==> src/rtl/audio_output_pkg.sv <==
// Shared constants, power-down codes and FSM encoding for the audio DAC serializer.
package audio_output_pkg;

    localparam int FRAME_BITS  = 16;
    localparam int SAMPLE_BITS = 12;

    localparam logic [1:0] PD_NORMAL = 2'b00;
    localparam logic [1:0] PD_1K     = 2'b01;
    localparam logic [1:0] PD_100K   = 2'b10;
    localparam logic [1:0] PD_HIZ    = 2'b11;

    typedef enum logic [1:0] {
        ST_IDLE  = 2'd0,
        ST_SHIFT = 2'd1,
        ST_GAP   = 2'd2
    } state_t;

    // DAC word layout: two don't-care zeros, power-down bits, then the sample.
    function automatic logic [FRAME_BITS-1:0] build_frame(input logic [1:0] pd,
                                                         input logic [SAMPLE_BITS-1:0] smp);
        return {2'b00, pd, smp};
    endfunction

endpackage

==> src/rtl/audio_output_sclk_tick_gen.sv <==
// Half-period timer for the DAC serial clock: emits one-cycle fall/rise strobes
// while enabled, starting from the high phase after each start pulse.
module sclk_tick_gen #(
    parameter int SCLK_HALF = 2
) (
    input  logic clk_i,
    input  logic rst_i,
    input  logic start_i,
    input  logic en_i,
    output logic fall_o,
    output logic rise_o
);

    localparam int            CW     = (SCLK_HALF > 1) ? $clog2(SCLK_HALF) : 1;
    localparam logic [CW-1:0] RELOAD = CW'(SCLK_HALF - 1);

    logic [CW-1:0] cnt_q;
    logic          phase_q;
    logic          tick;

    assign tick   = en_i && (cnt_q == '0);
    assign fall_o = tick & phase_q;
    assign rise_o = tick & ~phase_q;

    always_ff @(posedge clk_i or posedge rst_i) begin
        if (rst_i) begin
            cnt_q   <= RELOAD;
            phase_q <= 1'b1;
        end else if (start_i) begin
            cnt_q   <= RELOAD;
            phase_q <= 1'b1;
        end else if (en_i) begin
            if (tick) begin
                cnt_q   <= RELOAD;
                phase_q <= ~phase_q;
            end else begin
                cnt_q <= cnt_q - 1'b1;
            end
        end
    end

endmodule

==> src/rtl/audio_output.sv <==
// Streams 12-bit samples to a serial DAC as 16-bit frames through a one-deep holding register.
//   state    | meaning
//   ST_IDLE  | waiting for a held sample, dac_sync high
//   ST_SHIFT | frame on the wire, dac_sync low, sclk toggling
//   ST_GAP   | dac_sync high for GAP_CYCLES before the next frame
module audio_output
    import audio_output_pkg::*;
#(
    parameter int         SCLK_HALF  = 2,
    parameter int         GAP_CYCLES = 4,
    parameter logic [1:0] PD_MODE    = PD_NORMAL
) (
    input  logic                   clock_i,
    input  logic                   reset_i,
    input  logic [SAMPLE_BITS-1:0] sample_i,
    input  logic                   sample_valid_i,
    output logic                   sample_ready_o,
    output logic                   dac_sync_o,
    output logic                   dac_sclk_o,
    output logic                   dac_din_o,
    output logic                   busy_o,
    output logic                   frame_done_o,
    output logic                   overrun_o
);

    localparam int            GW         = (GAP_CYCLES > 1) ? $clog2(GAP_CYCLES) : 1;
    localparam logic [GW-1:0] GAP_RELOAD = GW'(GAP_CYCLES - 1);

    state_t                  state_q;
    logic                    hold_full_q, hold_full_d;
    logic [SAMPLE_BITS-1:0]  hold_q, hold_d;
    logic [FRAME_BITS-1:0]   shift_q;
    logic [FRAME_BITS-1:0]   frame_word;
    logic [3:0]              bit_cnt_q;
    logic [GW-1:0]           gap_cnt_q;
    logic                    sync_q, sclk_q, din_q, busy_q, frame_done_q, overrun_q;
    logic                    accept, drain;
    logic                    sclk_fall, sclk_rise;

    assign accept      = sample_valid_i & ~hold_full_q;
    assign drain       = (state_q == ST_IDLE) & hold_full_q;
    assign hold_full_d = accept | (hold_full_q & ~drain);
    assign hold_d      = accept ? sample_i : hold_q;
    assign frame_word  = build_frame(PD_MODE, hold_q);

    sclk_tick_gen #(
        .SCLK_HALF (SCLK_HALF)
    ) u_tick (
        .clk_i   (clock_i),
        .rst_i   (reset_i),
        .start_i (drain),
        .en_i    (state_q == ST_SHIFT),
        .fall_o  (sclk_fall),
        .rise_o  (sclk_rise)
    );

    always_ff @(posedge clock_i or posedge reset_i) begin
        if (reset_i) begin
            state_q      <= ST_IDLE;
            hold_full_q  <= 1'b0;
            hold_q       <= '0;
            shift_q      <= '0;
            bit_cnt_q    <= '0;
            gap_cnt_q    <= '0;
            sync_q       <= 1'b1;
            sclk_q       <= 1'b1;
            din_q        <= 1'b0;
            busy_q       <= 1'b0;
            frame_done_q <= 1'b0;
            overrun_q    <= 1'b0;
        end else begin
            hold_full_q  <= hold_full_d;
            hold_q       <= hold_d;
            frame_done_q <= 1'b0;
            overrun_q    <= sample_valid_i & hold_full_q;
            unique case (state_q)
                ST_IDLE: begin
                    if (hold_full_q) begin
                        shift_q   <= frame_word;
                        din_q     <= frame_word[FRAME_BITS-1];
                        bit_cnt_q <= 4'd15;
                        sync_q    <= 1'b0;
                        sclk_q    <= 1'b1;
                        busy_q    <= 1'b1;
                        state_q   <= ST_SHIFT;
                    end
                end
                ST_SHIFT: begin
                    if (sclk_fall) begin
                        sclk_q <= 1'b0;
                    end else if (sclk_rise) begin
                        sclk_q <= 1'b1;
                        // The 16th rising edge closes the frame instead of presenting a bit.
                        if (bit_cnt_q == 4'd0) begin
                            sync_q       <= 1'b1;
                            din_q        <= 1'b0;
                            frame_done_q <= 1'b1;
                            gap_cnt_q    <= GAP_RELOAD;
                            state_q      <= ST_GAP;
                        end else begin
                            bit_cnt_q <= bit_cnt_q - 4'd1;
                            shift_q   <= {shift_q[FRAME_BITS-2:0], 1'b0};
                            din_q     <= shift_q[FRAME_BITS-2];
                        end
                    end
                end
                ST_GAP: begin
                    if (gap_cnt_q == '0) begin
                        busy_q  <= 1'b0;
                        state_q <= ST_IDLE;
                    end else begin
                        gap_cnt_q <= gap_cnt_q - 1'b1;
                    end
                end
                default: begin
                    state_q <= ST_IDLE;
                    sync_q  <= 1'b1;
                    sclk_q  <= 1'b1;
                    din_q   <= 1'b0;
                    busy_q  <= 1'b0;
                end
            endcase
        end
    end

    assign sample_ready_o = ~hold_full_q;
    assign dac_sync_o     = sync_q;
    assign dac_sclk_o     = sclk_q;
    assign dac_din_o      = din_q;
    assign busy_o         = busy_q;
    assign frame_done_o   = frame_done_q;
    assign overrun_o      = overrun_q;

endmodule

==> config.mk <==
export PLATFORM = sky130hd
export DESIGN_NAME = audio_output
export DESIGN_NICKNAME = d
export VERILOG_FILES = /design/src/rtl/audio_output_pkg.sv /design/src/rtl/audio_output_sclk_tick_gen.sv /design/src/rtl/audio_output.sv
export SDC_FILE = /design/constraint.sdc
export NUM_CORES = 1
export LEC_CHECK = 0
export ABC_AREA = 1
export CORE_MARGIN = 1
export CORE_UTILIZATION = 43
export CTS_CLUSTER_DIAMETER = 200
export DETAILED_ROUTE_END_ITERATION = 7
export PLACE_DENSITY = 0.64
export REMOVE_ABC_BUFFERS = 1
export SYNTH_ARGS = -nofsm -noshare
export SYNTH_HDL_FRONTEND = slang
export SYNTH_SLANG_ARGS = --single-unit
==> constraint.sdc <==
create_clock -name clock_i -period 1.8 [get_ports clock_i]
set_clock_uncertainty 0.15 [all_clocks]
set_input_delay 0.27 -clock clock_i [delete_from_list [all_inputs] [get_ports clock_i]]
set_output_delay 0.27 -clock clock_i [all_outputs]
set_load 0.03 [all_outputs]
==> results of run 1 <==
==> registers in the layout, summed over array words and instances, names as in the netlist, 2 cells and up <==
name,cells
bit_cnt_q,4
gap_cnt_q,2
hold_q,12
shift_q,15
state_q,2
==> layer usage <==
metal	GRT usage	up-vias	part of all wire
met3	0.0380	5	0.028
met2	0.275	23	0.47
met4	0.0327	0	0.0073
li1	-	795	-
met1	0.218	695	0.50
met5	0	-	0
==> kinds of logic after synthesis <==
logic type / count (synthesis)
buf+inv: 26
flops: 44
xor+xnor: 1
fa+ha+maj: 2
simple gates: 142
compound gates: 7
mux: 12
==> timing repair <==
item / in CTS / in global routing
resized for setup: 3 / 2
gates cloned: 0 / 0
hold buffers: 0 / 0
setup endpoints to repair: 3 / 20
==> how the worst max path moves through the flow <==
stage	startpoint	endpoint
after floorplan	u_tick.phase_q$_DFFE_PP1P_	bit_cnt_q[3]$_DFFE_PP0P_
final	dac_din_o$_DFFE_PP0P_	dac_din_o
after global routing	bit_cnt_q[0]$_DFFE_PP0P_	shift_q[1]$_DFFE_PP0P_
after CTS	dac_din_o$_DFFE_PP0P_	dac_din_o
after detailed placement	bit_cnt_q[0]$_DFFE_PP0P_	shift_q[2]$_DFFE_PP0P_
after global placement	bit_cnt_q[0]$_DFFE_PP0P_	shift_q[0]$_DFFE_PP0P_
==> power groups by stage <==
stage	Combinational, mW	Sequential, mW	Clock [mW]
after global placement	0.184	1.16	0
after floorplan	0.115	1.15	0
final	0.183	1.14	0.637
after detailed placement	0.188	1.16	0
after global routing	0.203	1.15	0.692
after CTS	0.187	1.14	0.652
==> cells in the mapped netlist, types with 4 or more instances <==
| cell | count |
|---|---|
| sky130_fd_sc_hd__inv_1 | 13 |
| sky130_fd_sc_hd__dfrtp_1 | 40 |
| sky130_fd_sc_hd__nand2_1 | 102 |
| sky130_fd_sc_hd__buf_2 | 5 |
| sky130_fd_sc_hd__nor2_1 | 4 |
| sky130_fd_sc_hd__mux2_2 | 12 |
| sky130_fd_sc_hd__dfstp_2 | 4 |
| sky130_fd_sc_hd__nand3_2 | 7 |
| sky130_fd_sc_hd__o21ai_0 | 4 |
| sky130_fd_sc_hd__nand3_1 | 17 |
| sky130_fd_sc_hd__nand3b_1 | 4 |
==> final cells by class <==
type	instances	area [sq um]	area share
tap	67	83.8	0.0333
timing repair buffer	31	307	0.122
multi-input combinational	164	867	0.345
clock buffer	6	82.6	0.0328
inverter	16	60.1	0.0239
clock inverter	2	10.0	0.00398
sequential	44	1110	0.440
==> flow_results.org, run 1 <==
** Status
- The flow ran to the end, and the final reports show no timing, DRC or antenna violations.

** Final layout
- The library cell used most frequently in the layout, excluding fill and tap cells, is sky130_fd_sc_hd__nand2_1.
- Once layout is complete, the utilization of the core stands at 0.533.
- The repair_antennas step left the layout with diodes totalling 0.
- The finished cells cover 2520 sq um.
- Layout Area Growth over Synthesis :: 19.8%
- Once layout is complete, the cells apart from fillers number 330.
- Of the cells placed in the final design, the portion with a size suffix greater than 1 is 0.194.
- Filler cell count :: 432
- Most frequent cells in the layout :: sky130_fd_sc_hd__nand2_1, sky130_fd_sc_hd__dfrtp_1, sky130_fd_sc_hd__clkdlybuf4s50_1, sky130_fd_sc_hd__nand3_1, sky130_fd_sc_hd__inv_1
- The final layout contains ~280 nets.

** Place
- Port Buf Inserts :: 21
- OpenSTA, run right after detailed placement, puts the worst setup slack at approximately 130 ps.
- Placed cell count :: 322
- Routability-driven placement congestion ratio :: around 0.77
- Post-detail-place hpwl :: 2.59 mm
- Instance area at placement :: 2420 sq um

** Timing
- The final-report max-slew violation count came to 0.
- Transition time at the pin with the least slew margin :: 309 ps
- The clock period could shrink to 1730 ps.
- Endpoints failing setup :: 0
- The worst pin sits at a relative slew slack of 0.792.
- Setup repair after global routing missed its margin :: false
- Worst hold margin :: ~180 ps
- Number of failing hold endpoints at the final stage :: 0
- Fin crit share :: 0.960
- For the final routed database, the setup TNS stands at 0 ps.
- Based on the critical path, the design can be clocked at up to approximately 0.58 GHz.
- In the post-route analysis, the smallest setup slack over all paths is ~71 ps.

** Setup path
- Critical path buffers and inverters :: 1
- Number of stages on the worst setup path :: 1
- Cell chain of the critical path :: clkdlybuf4s50_1
- Maximum net fanout on the critical path :: 2
- Delay of the slowest cell on the worst path :: 670 ps
- In this design, the largest share of critical-path delay is due to buffers and inverters.
- The worst setup path is launched from a register.
- Setup crit end kind :: output port
- The worst register-to-register path ends at shift_q[7]$_DFFE_PP0P_.
- Worst R2R Start :: bit_cnt_q[0]$_DFFE_PP0P_
- The worst register-to-register path has a setup slack of 160 ps.
- Cells on worst reg2reg path :: 9
- Data on the critical path is required at its endpoint by about 1400 ps.
- STA puts the critical path data arrival time at between 1000 and 1500 ps.
- Library cell contributing the largest single delay on the critical path :: sky130_fd_sc_hd__clkdlybuf4s50_1
- Critical path start-end classification :: register to output port

** Global routing
- Entering global routing, the biggest net connects 45 pins.
- The via count of the first global-routing pass came to 1508.
- The total overflow left after global routing is 0.
- First-pass GRT wire length :: 6.64 mm
- For this run, the total global-route usage over all layers was measured as 0.164.
- The initial antenna violation count was 0.

** Pwr
- Summing internal, switching and leakage power gives 1.96 mW.
- Portion of total power attributed to the clock network :: 0.325
- LEAKAGE :: about 1.3 nW
- Dividing total power by cell area gives a power density of 779 nW/um^2.
- Internal power comes to 1.51 mW.
- Switching portion of total power :: 0.227
- Sequential share of power :: 0.582
- Net switching power :: 445 uW
- The share of total power dissipated in combinational logic is 0.093.
- Maximum VDD drop :: approximately 0.53 mV

** Logic synthesis
- EDFF count, synth :: 0
- The compound-gate portion of the synthesized area came to 0.0185.
- The share of synthesized area in the top cell type comes to 0.477.
- Largest cells by area after synthesis :: sky130_fd_sc_hd__dfrtp_1, sky130_fd_sc_hd__nand2_1, sky130_fd_sc_hd__mux2_2
- Gate Count Post-Synth :: 234
- For this run, the leading register cell type out of synthesis is sky130_fd_sc_hd__dfrtp_1.
- Of the total synthesized cell area, the portion taken by AND, OR, NAND and NOR gates is 0.310.
- Share of the yosys chip area belonging to registers :: 0.527
- Cell area after synthesis :: 2100 sq um
- Dominant combinational cell family by area after synthesis :: simple AND/OR/NAND/NOR gates
- Yosys top cell by area :: sky130_fd_sc_hd__dfrtp_1
- Of the total synthesized cell area, the portion taken by full adders, half adders and majority gates is 0.0119.
- Share of synthesized area spent on multiplexers :: 0.0644
- During synthesis, Yosys emitted a total of 0 warnings.
- Number of different library cells in the post-synthesis netlist :: 24
- After synthesis, the share of flip-flops with an asynchronous set or reset is 1.00.
- Average cell area after synthesis :: 8.97 sq um
- Xor-xnor portion of the synthesized cell area :: 0.00417
- After synthesis the netlist holds a flip-flop and latch count of 44.

** Floorplan
- Starting Density :: 0.445
- CORE AREA :: between 4000 and 5000 sq um
- 22 I/O pins were placed.
- Floorplan row count :: 25
- Die boundary height :: 71.9 microns
- Die Outline Area :: 5170 sq um
- From left edge to right edge, the die measures 71.9 microns.

** Hold path
- The worst hold path belongs to the class primary input to asynchronous set/reset pin.

** Routing
- Summed over all layers, the routed wires come to 3.72 mm.
- For this block, the initial DRC count from the detailed router was 130.
- In the final routed layout, each cell accounts on average for 11.3 microns.
- Number of detailed-routing iterations run before antenna repair :: 4
- Via density per instance :: 4.60
- Summing over every cut layer, the via total after detailed routing is 1518.
- Number of nets with antenna violations after routing :: 0
- DRC :: 0

** Clocking
- Clock slew seen by the registers of the worst setup and hold paths :: around 90 ps
- In this run the post-CTS setup repair buffer count came out at 0.
- H-tree depth :: 2
- CTS tree :: built
- CTS buffer count :: 5
- For the worst-skew pair, the clock arrives at the later sink with an insertion delay of 290 ps.
- Clock tree root driver cell :: sky130_fd_sc_hd__clkbuf_8
- Clk sinks :: 44
- Counting along the longest clock path gives a buffer depth of 2.

** Job
- Maxcap violations :: 0
(Power assumes the default switching activity.)
==> run 2, diff against run 1 <==
Settings changed: ABC_AREA 1 to 0.
==> run 2 against run 1 <==
Net effect:
- the run now ends with DRC, setup timing left
- critical path depth is 3 higher
- utilization is 5.7 points higher
- first-iteration DRC count is 58% lower
- sequential power is 49% higher
- via count is 8.2% lower
- die area is 1.9% lower
- total power is 120% higher
- final cell count is 22% lower
- sequential share of layout area is 2.0 points lower
- largest cell class unchanged
==> flow_results.org, run 2 <==
** Pwr
- LEAKAGE :: 1.19 nW (was 1.28 nW)
- The power density over the cells was 1660 nW/um^2 (was 779 nW/um^2).
- Maximum VDD drop :: 0.713 mV (was 0.533 mV)

** Final layout
- The cell area after layout came to 2640 sq um (was 2520 sq um).
- The final instance count without filler cells came to 258 (was 330).
- The final core utilization came to 0.590 (was 0.533).
- Largest registers :: shift_q (15), hold_q (12), bit_cnt_q (4) (unchanged)
- Flip-flop count of the largest register, all copies and words added :: 15 (unchanged)
- Count of inserted antenna diode cells :: 0 (unchanged)
- The number of nets in the finished design was 222 (was 279).
- Layout Area Growth over Synthesis :: 28.1% (was 19.8%)
- Most frequent cells in the layout: sky130_fd_sc_hd__dfrtp_1, sky130_fd_sc_hd__mux2_2, sky130_fd_sc_hd__clkdlybuf4s50_1, sky130_fd_sc_hd__buf_4, sky130_fd_sc_hd__mux2_4 (was sky130_fd_sc_hd__nand2_1, sky130_fd_sc_hd__dfrtp_1, sky130_fd_sc_hd__clkdlybuf4s50_1, sky130_fd_sc_hd__nand3_1, sky130_fd_sc_hd__inv_1).
- Register with the most flip-flops :: shift_q (unchanged)
- Commonest non-fill, non-tap cell in the layout :: sky130_fd_sc_hd__dfrtp_1 (was sky130_fd_sc_hd__nand2_1)
- The proportion of layout cells with a drive suffix above 1 was 0.374 (was 0.194).

** Routing
- The routed wire length per instance was 15.3 microns (was 11.3 microns).
- Routed WL :: 3.94 mm (was 3.72 mm)
- The residual antenna-violating net count after detailed routing is 0 (unchanged).
- Number of detailed-routing iterations run before antenna repair :: 6 (was 4)
- The average via count per standard cell is 5.40 (was 4.60).
- Via total after detailed routing :: 1394 (was 1518)
- The number of remaining DRC errors was 2 (was 0).
- Initial detailed-routing violation count :: 55 (was 130)

** Clocking
- H-tree depth :: 2 (unchanged)
- The number of buffers on the longest clock path came to 2 (unchanged).
- CTS buffer count :: 5 (unchanged)
- CTS tree :: built (unchanged)
- The clock transition at the registers of the reported paths is 80 ps (was 90 ps).
- Clock tree root driver cell :: sky130_fd_sc_hd__clkbuf_8 (unchanged)
- The clock latency reported for the late side of the worst-skew pair came to 290 ps (about the same).
- Clk sinks :: 44 (unchanged)

** Logic synthesis
- The post-synthesis register bit count came to 44 (unchanged).
- Number of different library cells in the post-synthesis netlist :: 38 (was 24)
- Fraction of synthesized cell area taken by the top area cell type :: 0.486 (was 0.477)
- Largest cells by area after synthesis :: sky130_fd_sc_hd__dfrtp_1, sky130_fd_sc_hd__mux2_2, sky130_fd_sc_hd__mux2_4 (was sky130_fd_sc_hd__dfrtp_1, sky130_fd_sc_hd__nand2_1, sky130_fd_sc_hd__mux2_2)
- The number of enable-type register cells in the synthesized netlist was 0 (unchanged).
- The post-synthesis async set-or-reset flop share came to 1.00 (unchanged).
- The top cell type by total area after synthesis is sky130_fd_sc_hd__dfrtp_1 (unchanged).
- The top flip-flop cell by instance count after synthesis was sky130_fd_sc_hd__dfrtp_1 (unchanged).
- Cell area after synthesis :: 2060 sq um (was 2100 sq um)
- The synthesis warning total is 0 (unchanged).
- Gate Count Post-Synth :: 164 (was 234)
- The average size of a mapped cell was 12.6 sq um (was 8.97 sq um).
- Share of the yosys chip area belonging to registers :: 0.537 (was 0.527)
- Count leader, synth :: sky130_fd_sc_hd__dfrtp_1 (was sky130_fd_sc_hd__nand2_1)
- Most common library cells after synthesis: sky130_fd_sc_hd__dfrtp_1, sky130_fd_sc_hd__mux2_2, sky130_fd_sc_hd__inv_1, sky130_fd_sc_hd__mux2_4, sky130_fd_sc_hd__nand2_1 (was sky130_fd_sc_hd__nand2_1, sky130_fd_sc_hd__dfrtp_1, sky130_fd_sc_hd__nand3_1).

** Setup path
- Critical path start-end classification :: register to register (was register to output port)
- The arrival time of data at the critical path endpoint came to 1910 ps (was 1310 ps).
- The reg-to-reg setup timing slack is -70 ps (was 160 ps).
- Startpoint Class :: register (unchanged)
- Worst R2R Start :: state_q[1]$_DFFE_PP0P_ (was bit_cnt_q[0]$_DFFE_PP0P_)
- Cells on worst reg2reg path :: 4 (was 9)
- Setup crit end kind :: register (was output port)
- Maximum net fanout on the critical path :: 10 (was 2)
- R2R Path End :: shift_q[6]$_DFFE_PP0P_ (was shift_q[7]$_DFFE_PP0P_)
- Data required time of the worst path :: 1840 ps (was 1380 ps)

** Place
- Instance area at placement :: 2480 sq um (was 2420 sq um)
- The total half-perimeter wirelength after legalization and detailed placement is 2.79 mm (was 2.59 mm).
- The number of placed instances with taps included was 249 (was 322).
- Port Buf Inserts :: 21 (unchanged)
- The routability congestion estimate from global placement was 0.841 (was 0.773).

** Floorplan
- The die outline height came to 71.2 microns (was 71.9 microns).
- The area of the die was 5070 sq um (was 5170 sq um).
- The die extent in x is 71.2 microns (was 71.9 microns).
- The number of placement rows came to 24 (was 25).
- Starting Density :: 0.460 (was 0.445)
- The core outline area is 4470 sq um (was 4720 sq um).
- The count of boundary I/O pins was 22 (unchanged).

** Global routing
- The via count of the first global-routing pass is 1406 (was 1508).
- Number of antenna violations at the first check in global routing :: 0 (unchanged)
- The pin count of the biggest net entering global routing came to 45 (unchanged).
- The first-pass GRT wire length is 6.73 mm (was 6.64 mm).
- Total routing resource utilization after global routing :: 0.178 (was 0.164)
- Remaining global-route overflow :: 0 (unchanged)

** Timing
- The maximum achievable frequency is 0.535 GHz (was 0.579 GHz).
- Setup repair after global routing missed its margin :: true (was false)
- Number of failing hold endpoints at the final stage :: 0 (unchanged)
- The final-report max-slew violation count was 0 (unchanged).
- The smallest setup slack after layout came to -69.5 ps (was 71.4 ps).
- Fin crit share :: 1.04 (was 0.960)
- The transition time of the tightest slew-check pin was 513 ps (was 309 ps).
- The post-route minimum period came to 1870 ps (was 1730 ps).
- The total of endpoints with negative setup slack in the final report is 10 (was 0).
- Setup TNS :: -612 ps (was 0 ps)
- Worst relative slew slack :: 0.657 (was 0.792)

** Status
- Outcome: finished, violations left (was finished, final reports clean).
- Violations in the final reports :: DRC, setup timing

** Job
- Maxcap violations :: 0 (unchanged)

** Hold path
- Hold/Removal Path Class :: primary input to asynchronous set/reset pin (unchanged)
run 2: cell count changes after synthesis, sizes merged, moves of 4 or more:
cell	previous run	this run
nor2b	0	4
nand3b	4	0
clkbuf	0	4
mux2	12	34
nand3	24	0
buf	10	4
nand2	105	8
nand2b	0	4
inv	16	10
run 2: worst max-delay path by stage:
stage,start,slack (ps),cells after the start,endpoint
after floorplan,state_q[1]$_DFFE_PP0P_,-420,3,shift_q[11]$_DFFE_PP0P_
after global placement,state_q[1]$_DFFE_PP0P_,-50,4,shift_q[6]$_DFFE_PP0P_
after detailed placement,state_q[1]$_DFFE_PP0P_,-90,4,shift_q[5]$_DFFE_PP0P_
after CTS,state_q[1]$_DFFE_PP0P_,-70,4,shift_q[5]$_DFFE_PP0P_
after global routing,state_q[1]$_DFFE_PP0P_,-120,4,shift_q[6]$_DFFE_PP0P_
final,state_q[1]$_DFFE_PP0P_,-70,4,shift_q[6]$_DFFE_PP0P_
run 2: per-stage QoR:
step | hold WS [ps] | power, mW | worst slack, ps
2_1_floorplan | 245 | 2.93 | -424
3_3_place_gp | 318 | 3.57 | -46.7
3_5_place_dp | 315 | 3.67 | -93.2
4_1_cts | 190 | 4.33 | -72.3
5_1_grt | 225 | 4.67 | -118
6_report | 179 | 4.39 | -69.5
run 2: layout make-up:
type	instances	area, sq um
multi-input combinational	102	931
inverter	10	37.5
tap	52	65.1
clock buffer	7	86.3
sequential	44	1110
clock inverter	1	7.51
fill	367	1840
timing repair buffer	42	405
run 2: logic make-up after synthesis:
logic type | synth area share
DFF | 0.537
muxes | 0.214
adders and majority gates | 0.0121
AOI/OAI and AO/OA | 0.105
and+or+nand+nor | 0.0936
buffers and inverters | 0.0383
run 2: timing repair:
action | in CTS | in global routing
hold endpoints to repair | 0 | 0
hold buffers | 0 | 0
endpoints found under the setup margin | 16 | 23
resized for setup | 5 | 10
pin swaps | 0 | 1
buffers inserted | 0 | 1
run 2: metal layers:
metal  vias up  GRT usage  wire length (microns)
met3         4     0.0484                    153
met2        32      0.278                   1930
met4         0     0.0800                     36
met1       688      0.231                   1820
li1        670          -                      -
met5         -          0                      0
run 2: power by group:
| part | internal (mW) | switching [mW] | leakage [nW] |
|---|---|---|---|
| Combinational | 1.15 | 0.901 | 0.611 |
| Clock | 0.312 | 0.328 | 0.0445 |
| Sequential | 1.43 | 0.273 | 0.537 |
run 2: critical path, cell delays in order (launching register included):
cell	delay [ps]
sky130_fd_sc_hd__dfrtp_1	380
sky130_fd_sc_hd__or4b_4	560
sky130_fd_sc_hd__o21ai_4	180
sky130_fd_sc_hd__buf_12	170
sky130_fd_sc_hd__mux2_4	300
==> run 3, diff against run 2 <==
Settings changed: CORE_MARGIN 1 to not set.
==> results of run 3 <==
Final layout, timing and power as in run 2 (identical DEF).
